`config.mk`:
```
export PLATFORM = sky130hd
export DESIGN_NAME = seg_scan_display_flat
export DESIGN_NICKNAME = d
export VERILOG_FILES = /design/src/rtl/seg_pkg.sv /design/src/rtl/seg_scan_display_if.sv /design/src/rtl/hex_to_seg.sv /design/src/rtl/seg_scan_display.sv /design/src/flat_wrapper.sv
export SDC_FILE = /design/constraint.sdc
export NUM_CORES = 1
export LEC_CHECK = 0
export CAP_MARGIN = 30
export CORE_UTILIZATION = 25
export CTS_CLUSTER_DIAMETER = 200
export CTS_CLUSTER_SIZE = 20
export DETAILED_ROUTE_END_ITERATION = 10
export PLACE_DENSITY = 0.46
export SETUP_SLACK_MARGIN = 0.15
export SLEW_MARGIN = 20
export SYNTH_ARGS = -nofsm -noshare
export SYNTH_HDL_FRONTEND = slang
export SYNTH_SLANG_ARGS = --single-unit
export TNS_END_PERCENT = 10
```
`constraint.sdc`:
```
create_clock -name clk_100MHz -period 3.5 [get_ports clk_100MHz]
set_clock_uncertainty 0.05 [all_clocks]
set_input_delay 0.525 -clock clk_100MHz [delete_from_list [all_inputs] [get_ports clk_100MHz]]
set_output_delay 0.525 -clock clk_100MHz [all_outputs]
set_load 0.01 [all_outputs]
```
`src/rtl/seg_pkg.sv`:
```
// Shared constants for the 7-segment scan display: the active-low hex glyph table
// and the all-dark patterns for segments and digit enables.
package seg_pkg;

  localparam logic [7:0] SEG_BLANK = 8'hFF;
  localparam logic [7:0] AN_OFF    = 8'hFF;

  // Active-low gfedcba glyphs, indexed by nibble value 0..F.
  localparam logic [6:0] HEX_SEG [16] = '{
    7'h40, 7'h79, 7'h24, 7'h30, 7'h19, 7'h12, 7'h02, 7'h78,
    7'h00, 7'h10, 7'h08, 7'h03, 7'h46, 7'h21, 7'h06, 7'h0E
  };

endpackage

```
`src/rtl/seg_scan_display_if.sv`:
```
// Bundle between the CPU top (master) and the scanned display stage (slave):
// the words and flags to show, and the pins driving the board's digits and LEDs.
interface seg_scan_display_if;

  logic [31:0] F;
  logic [31:0] M_R_Data;
  logic        ZF;
  logic        OF;
  logic        sel;
  logic [7:0]  an;
  logic [7:0]  seg;
  logic [1:0]  led;

  modport master (
    output F, M_R_Data, ZF, OF, sel,
    input  an, seg, led
  );

  modport slave (
    input  F, M_R_Data, ZF, OF, sel,
    output an, seg, led
  );

endinterface

```
`src/rtl/hex_to_seg.sv`:
```
// Combinational nibble to active-low gfedcba glyph lookup.
module hex_to_seg
  import seg_pkg::*;
(
  input  logic [3:0] nibble,
  output logic [6:0] pattern
);

  assign pattern = HEX_SEG[nibble];

endmodule

```
`src/rtl/seg_scan_display.sv`:
```
// Time-multiplexes one captured 32-bit word as 8 hex digits on a common-anode
// 7-segment array; the word and flags are captured only at frame wrap so a frame never tears.
module seg_scan_display
  import seg_pkg::*;
#(
  parameter int DIV      = 100_000,
  parameter bit BLANK_LZ = 1'b0
)
(
  input  logic               clk_100MHz,
  input  logic               rst,
  seg_scan_display_if.slave  bus
);

  localparam int PW = (DIV > 1) ? $clog2(DIV) : 1;

  logic [PW-1:0] presc;
  logic [2:0]    idx;
  logic [31:0]   snap;

  logic          tick;
  logic          wrap;
  logic [2:0]    idx_next;
  logic [31:0]   snap_next;
  logic [31:0]   upper;
  logic [3:0]    nibble;
  logic [6:0]    pattern;
  logic          blank;

  assign tick      = (presc == PW'(DIV - 1));
  assign wrap      = (idx == 3'd7);
  assign idx_next  = idx + 3'd1;
  assign snap_next = wrap ? (bus.sel ? bus.M_R_Data : bus.F) : snap;
  assign nibble    = snap_next[{idx_next, 2'b00} +: 4];

  // A digit is a leading zero when it and every more significant nibble are zero.
  assign upper = snap_next >> {idx_next, 2'b00};
  assign blank = BLANK_LZ && (idx_next != 3'd0) && (upper == 32'd0);

  hex_to_seg u_hex_to_seg (
    .nibble  (nibble),
    .pattern (pattern)
  );

  always_ff @(posedge clk_100MHz or negedge rst) begin
    if (!rst) begin
      presc <= '0;
    end else if (tick) begin
      presc <= '0;
    end else begin
      presc <= presc + 1'b1;
    end
  end

  // idx resets to 7 so the first tick wraps, captures a frame and lights digit 0.
  always_ff @(posedge clk_100MHz or negedge rst) begin
    if (!rst) begin
      idx     <= 3'd7;
      snap    <= 32'd0;
      bus.an  <= AN_OFF;
      bus.seg <= SEG_BLANK;
      bus.led <= 2'b00;
    end else if (tick) begin
      idx <= idx_next;
      if (wrap) begin
        snap    <= snap_next;
        bus.led <= {bus.OF, bus.ZF};
      end
      bus.an  <= ~(8'b1 << idx_next);
      bus.seg <= blank ? SEG_BLANK : {1'b1, pattern};
    end
  end

endmodule

```
`src/flat_wrapper.sv`:
```
// flat-port wrapper written by rule: the top's interface ports become plain ports
module seg_scan_display_flat import seg_pkg::*;
#(
  parameter int DIV      = 100_000,
  parameter bit BLANK_LZ = 1'b0
)
  (clk_100MHz, rst, bus_F, bus_M_R_Data, bus_ZF, bus_OF, bus_sel, bus_an, bus_seg, bus_led);
  seg_scan_display_if bus_i ();
  input  logic clk_100MHz;
  input  logic rst;
  input wire logic [$bits(bus_i.F)-1:0] bus_F;
  input wire logic [$bits(bus_i.M_R_Data)-1:0] bus_M_R_Data;
  input wire logic [$bits(bus_i.ZF)-1:0] bus_ZF;
  input wire logic [$bits(bus_i.OF)-1:0] bus_OF;
  input wire logic [$bits(bus_i.sel)-1:0] bus_sel;
  output wire logic [$bits(bus_i.an)-1:0] bus_an;
  output wire logic [$bits(bus_i.seg)-1:0] bus_seg;
  output wire logic [$bits(bus_i.led)-1:0] bus_led;
  assign bus_i.F = bus_F;
  assign bus_i.M_R_Data = bus_M_R_Data;
  assign bus_i.ZF = bus_ZF;
  assign bus_i.OF = bus_OF;
  assign bus_i.sel = bus_sel;
  assign bus_an = bus_i.an;
  assign bus_seg = bus_i.seg;
  assign bus_led = bus_i.led;
  seg_scan_display #(.DIV(DIV), .BLANK_LZ(BLANK_LZ)) u_core (.clk_100MHz(clk_100MHz), .rst(rst), .bus(bus_i));
endmodule
```
==> flow_metrics.tcl <==
set metrics [dict create \
    drc_errors 0 \
    cts_resized 0 \
    fin_ws_ps 401 \
    fin_area_mm2 0.00540 \
    start_util_pct 25.6 \
    syn_area_mm2 0.00405 \
    seqPwrFrac_pct 43.8 \
    postCtsHoldBufs 0 \
    start_kind "flip-flop" \
    yosysUniqueCellTypes 55 \
    first_iter_violations 102 \
    drv_cap 0 \
    final_nets 545 \
    hpwlAfterDp_mm 7.08 \
    slew_headroom_pct 64.3 \
    drive_above_1_share_pct 17.5 \
    path_cells "inv_1 > ha_1 > mux4_2 > o21ai_0 > a21oi_1 > or2_4 > inv_1 > ha_1 > nand4_1 > a2111oi_0 > a41oi_1 > nand4_1" \
    place_congestion 0.805 \
    die_h_um 129 \
    fillerInstances 1591 \
    antenna_found_initial 0 \
    synthAdderAreaFrac_pct 4.02 \
    n_antenna_cell 0 \
    synth-edff-count 0 \
    critical_path_class "flip-flop to flip-flop" \
    synthMuxAreaShare_pct 17.4 \
    hold_ws_ps 118 \
    vias 3178 \
    synthSimpleGateAreaFrac_pct 13.6 \
    clkSinkCount 69 \
    p_int_mw 1.46 \
    finalPower_mw 1.86 \
    p_per_area_mw_per_mm2 344 \
    core_mm2 0.0158 \
    synthesis.instances 382 \
    htreeDepth 3 \
    ir_drop_mv 0.185 \
    clk_path_buf_depth 2 \
    p_comb_share_pct 9.5 \
    first_global_vias 3172 \
    cp.required_ps 3720 \
    synth_xor_area_share_pct 3.25 \
    grt_pass1_wl_mm 16.3 \
    firstDrtPassIters 5 \
    ys_async_sr_fraction_pct 100 \
    cts_made_buffers 9 \
    drt.antenna.violating_nets 0 \
    synth_seq_cells 69 \
    finalHoldViolCount 0 \
    synth_nets 464 \
    cp_data_arrival_time_ps 3320 \
    grt_usage_pct 12.7 \
    synthFlopType "dfrtp_1" \
    path_clk_slew_ps 60 \
    fin_crit_ps 3100 \
    slowest_stage "dfstp_2" \
    cts_tree "yes" \
    grt_max_degree 70 \
    leakage_nw 2.24 \
    postPlaceCellArea_mm2 0.00509 \
    row_count 46 \
    clockPowerShare_pct 46.6 \
    finalSetupViolations 0 \
    die-area_mm2 0.0167 \
    period_share_pct 88.6 \
    cts_root_buf "clkbuf_16" \
    wirelength_mm 9.84 \
    seq_area_frac_synth_pct 43.2 \
    grt-ovfl-total 0 \
    clk_latency_ps 340 \
    status "finished clean" \
    tns_ps 0 \
    io_buffers 85 \
    routedWlPerCell_um 14.4 \
    place_ws_ps 213 \
    avgSynthCellArea_um2 10.6 \
    synth_compound_area_share_pct 14.0 \
    fp.dieW_um 129 \
    yosysWarnings 0 \
    ios 87 \
    maxSlewViolCount 0 \
    switching_share_pct 21.5 \
    critPathMaxStageDelay_ps 560 \
    tightest_slew_ps 535 \
    path_max_fanout 6 \
    layout-area-overhead-vs-synth_pct 33.4 \
    hp-class "input port to async pin" \
    end_kind "flip-flop" \
    synth_top_family_by_area "multiplexers" \
    max_freq_mhz 323 \
    rsz0062_at_grt "no" \
    p_sw_uw 400 \
    cts_setup_buffers 0 \
    via_per_inst 4.65 \
]
==> registers in the layout, indices dropped and copies added, names as in the netlist <==
signal	cells
u_core.snap	32
u_core.bus.led	2
u_core.presc	17
u_core.bus.an	8
u_core.idx	3
u_core.bus.seg	7
==> path summary, 6_finish.rpt <==
path,from,depth (start not counted),end,slack [ps]
setup / recovery,u_core.idx[0]$_DFFE_PN1N_,12,u_core.bus.seg[0]$_DFFE_PN1N_,400
hold / removal,rst,2,u_core.presc[10]$_DFF_PN0_,120
setup reg to reg,u_core.idx[0]$_DFFE_PN1N_,12,u_core.bus.seg[0]$_DFFE_PN1N_,400
hold reg to reg,u_core.snap[16]$_DFFE_PN0P_,2,u_core.snap[16]$_DFFE_PN0P_,420
max in group asynchronous,rst,3,u_core.idx[0]$_DFFE_PN1N_,2690
min in group clk_100MHz,u_core.snap[16]$_DFFE_PN0P_,2,u_core.snap[16]$_DFFE_PN0P_,420
==> through the flow <==
| stage | util (%) | std cells |
|---|---|---|
| finish | 34.1 | 684 |
| global route | 34.1 | 684 |
| CTS | 33.9 | 683 |
| detailed placement | 32.2 | 667 |
| global placement | 32.2 | 667 |
| floorplan | - | 382 |
==> worst max-delay path, delay by kind of cell (launching register included) <==
family	cells	cell delay (ps)
compound gates	4	620
fa+ha+maj	2	580
buf+inv	2	210
flops	1	560
mux	1	520
simple gates	3	500
==> cells in the mapped netlist (all sizes together) (3+ instances only) <==
cell type | number | area (µm²)
buf | 17 | 123
nand3 | 12 | 60.1
nand3b | 4 | 30.0
a31oi | 9 | 56.3
o22ai | 5 | 50.1
dfrtp | 51 | 1280
mux4 | 8 | 180
a221o | 6 | 60.1
clkbuf | 9 | 33.8
nand4b | 3 | 26.3
nor2 | 29 | 119
xor2 | 5 | 43.8
xnor2 | 10 | 87.6
inv | 6 | 22.5
mux2 | 23 | 263
o21ai | 35 | 175
dfstp | 18 | 473
a21oi | 8 | 40.0
and2 | 3 | 18.8
nand2 | 35 | 131
and3 | 6 | 37.5
a211oi | 6 | 45.0
nand4 | 6 | 37.5
mux2i | 26 | 260
ha | 13 | 163
or2 | 3 | 21.3
==> power by group through the flow <==
stage	clock, mW	combinational [mW]	sequential, mW
2_1_floorplan	0	0.0689	0.827
4_1_cts	0.898	0.177	0.814
3_3_place_gp	0	0.175	0.827
6_report	0.866	0.177	0.814
3_5_place_dp	0	0.176	0.827
5_1_grt	0.935	0.195	0.815
==> kinds of logic after synthesis <==
family | after synthesis
buffers and inverters | 32
other | 1
xor gates and xnor gates | 15
muxes | 57
adders and majority gates | 13
AOI/OAI and AO/OA | 84
and+or+nand+nor | 111
DFF | 69
==> layer usage <==
| layer | up-vias | GRT usage [%] | routed length [µm] |
|---|---|---|---|
| li1 | 1565 | - | - |
| met1 | 1517 | 17.2 | 4890 |
| met2 | 79 | 18.9 | 4300 |
| met3 | 17 | 2.64 | 399 |
| met4 | 0 | 6.85 | 256 |
| met5 | - | 0 | 0 |
==> layout by cell type, fill, tap and decap left out, drive strengths merged, types with 10 or more instances in the layout <==
cell type,instances
nand2,35
dfstp,18
buf,13
mux2i,26
dfrtp,51
nor2,29
clkbuf,15
o21ai,35
nand3,12
mux2,23
ha,13
xnor2,10
clkdlybuf4s50,83
==> final cells by class <==
cell class                      instances  area [µm²]  share of cell area [%]
Clock buffer                           15         278                    5.14
Tap cell                              216         270                    5.01
Multi-Input combinational cell        281        2120                    39.2
Timing Repair Buffer                   96         956                    17.7
Clock inverter                          1        5.00                  0.0927
Sequential cell                        69        1750                    32.4
Inverter                                6        22.5                   0.417
No activity file was read; power rests on OpenSTA's default activity.
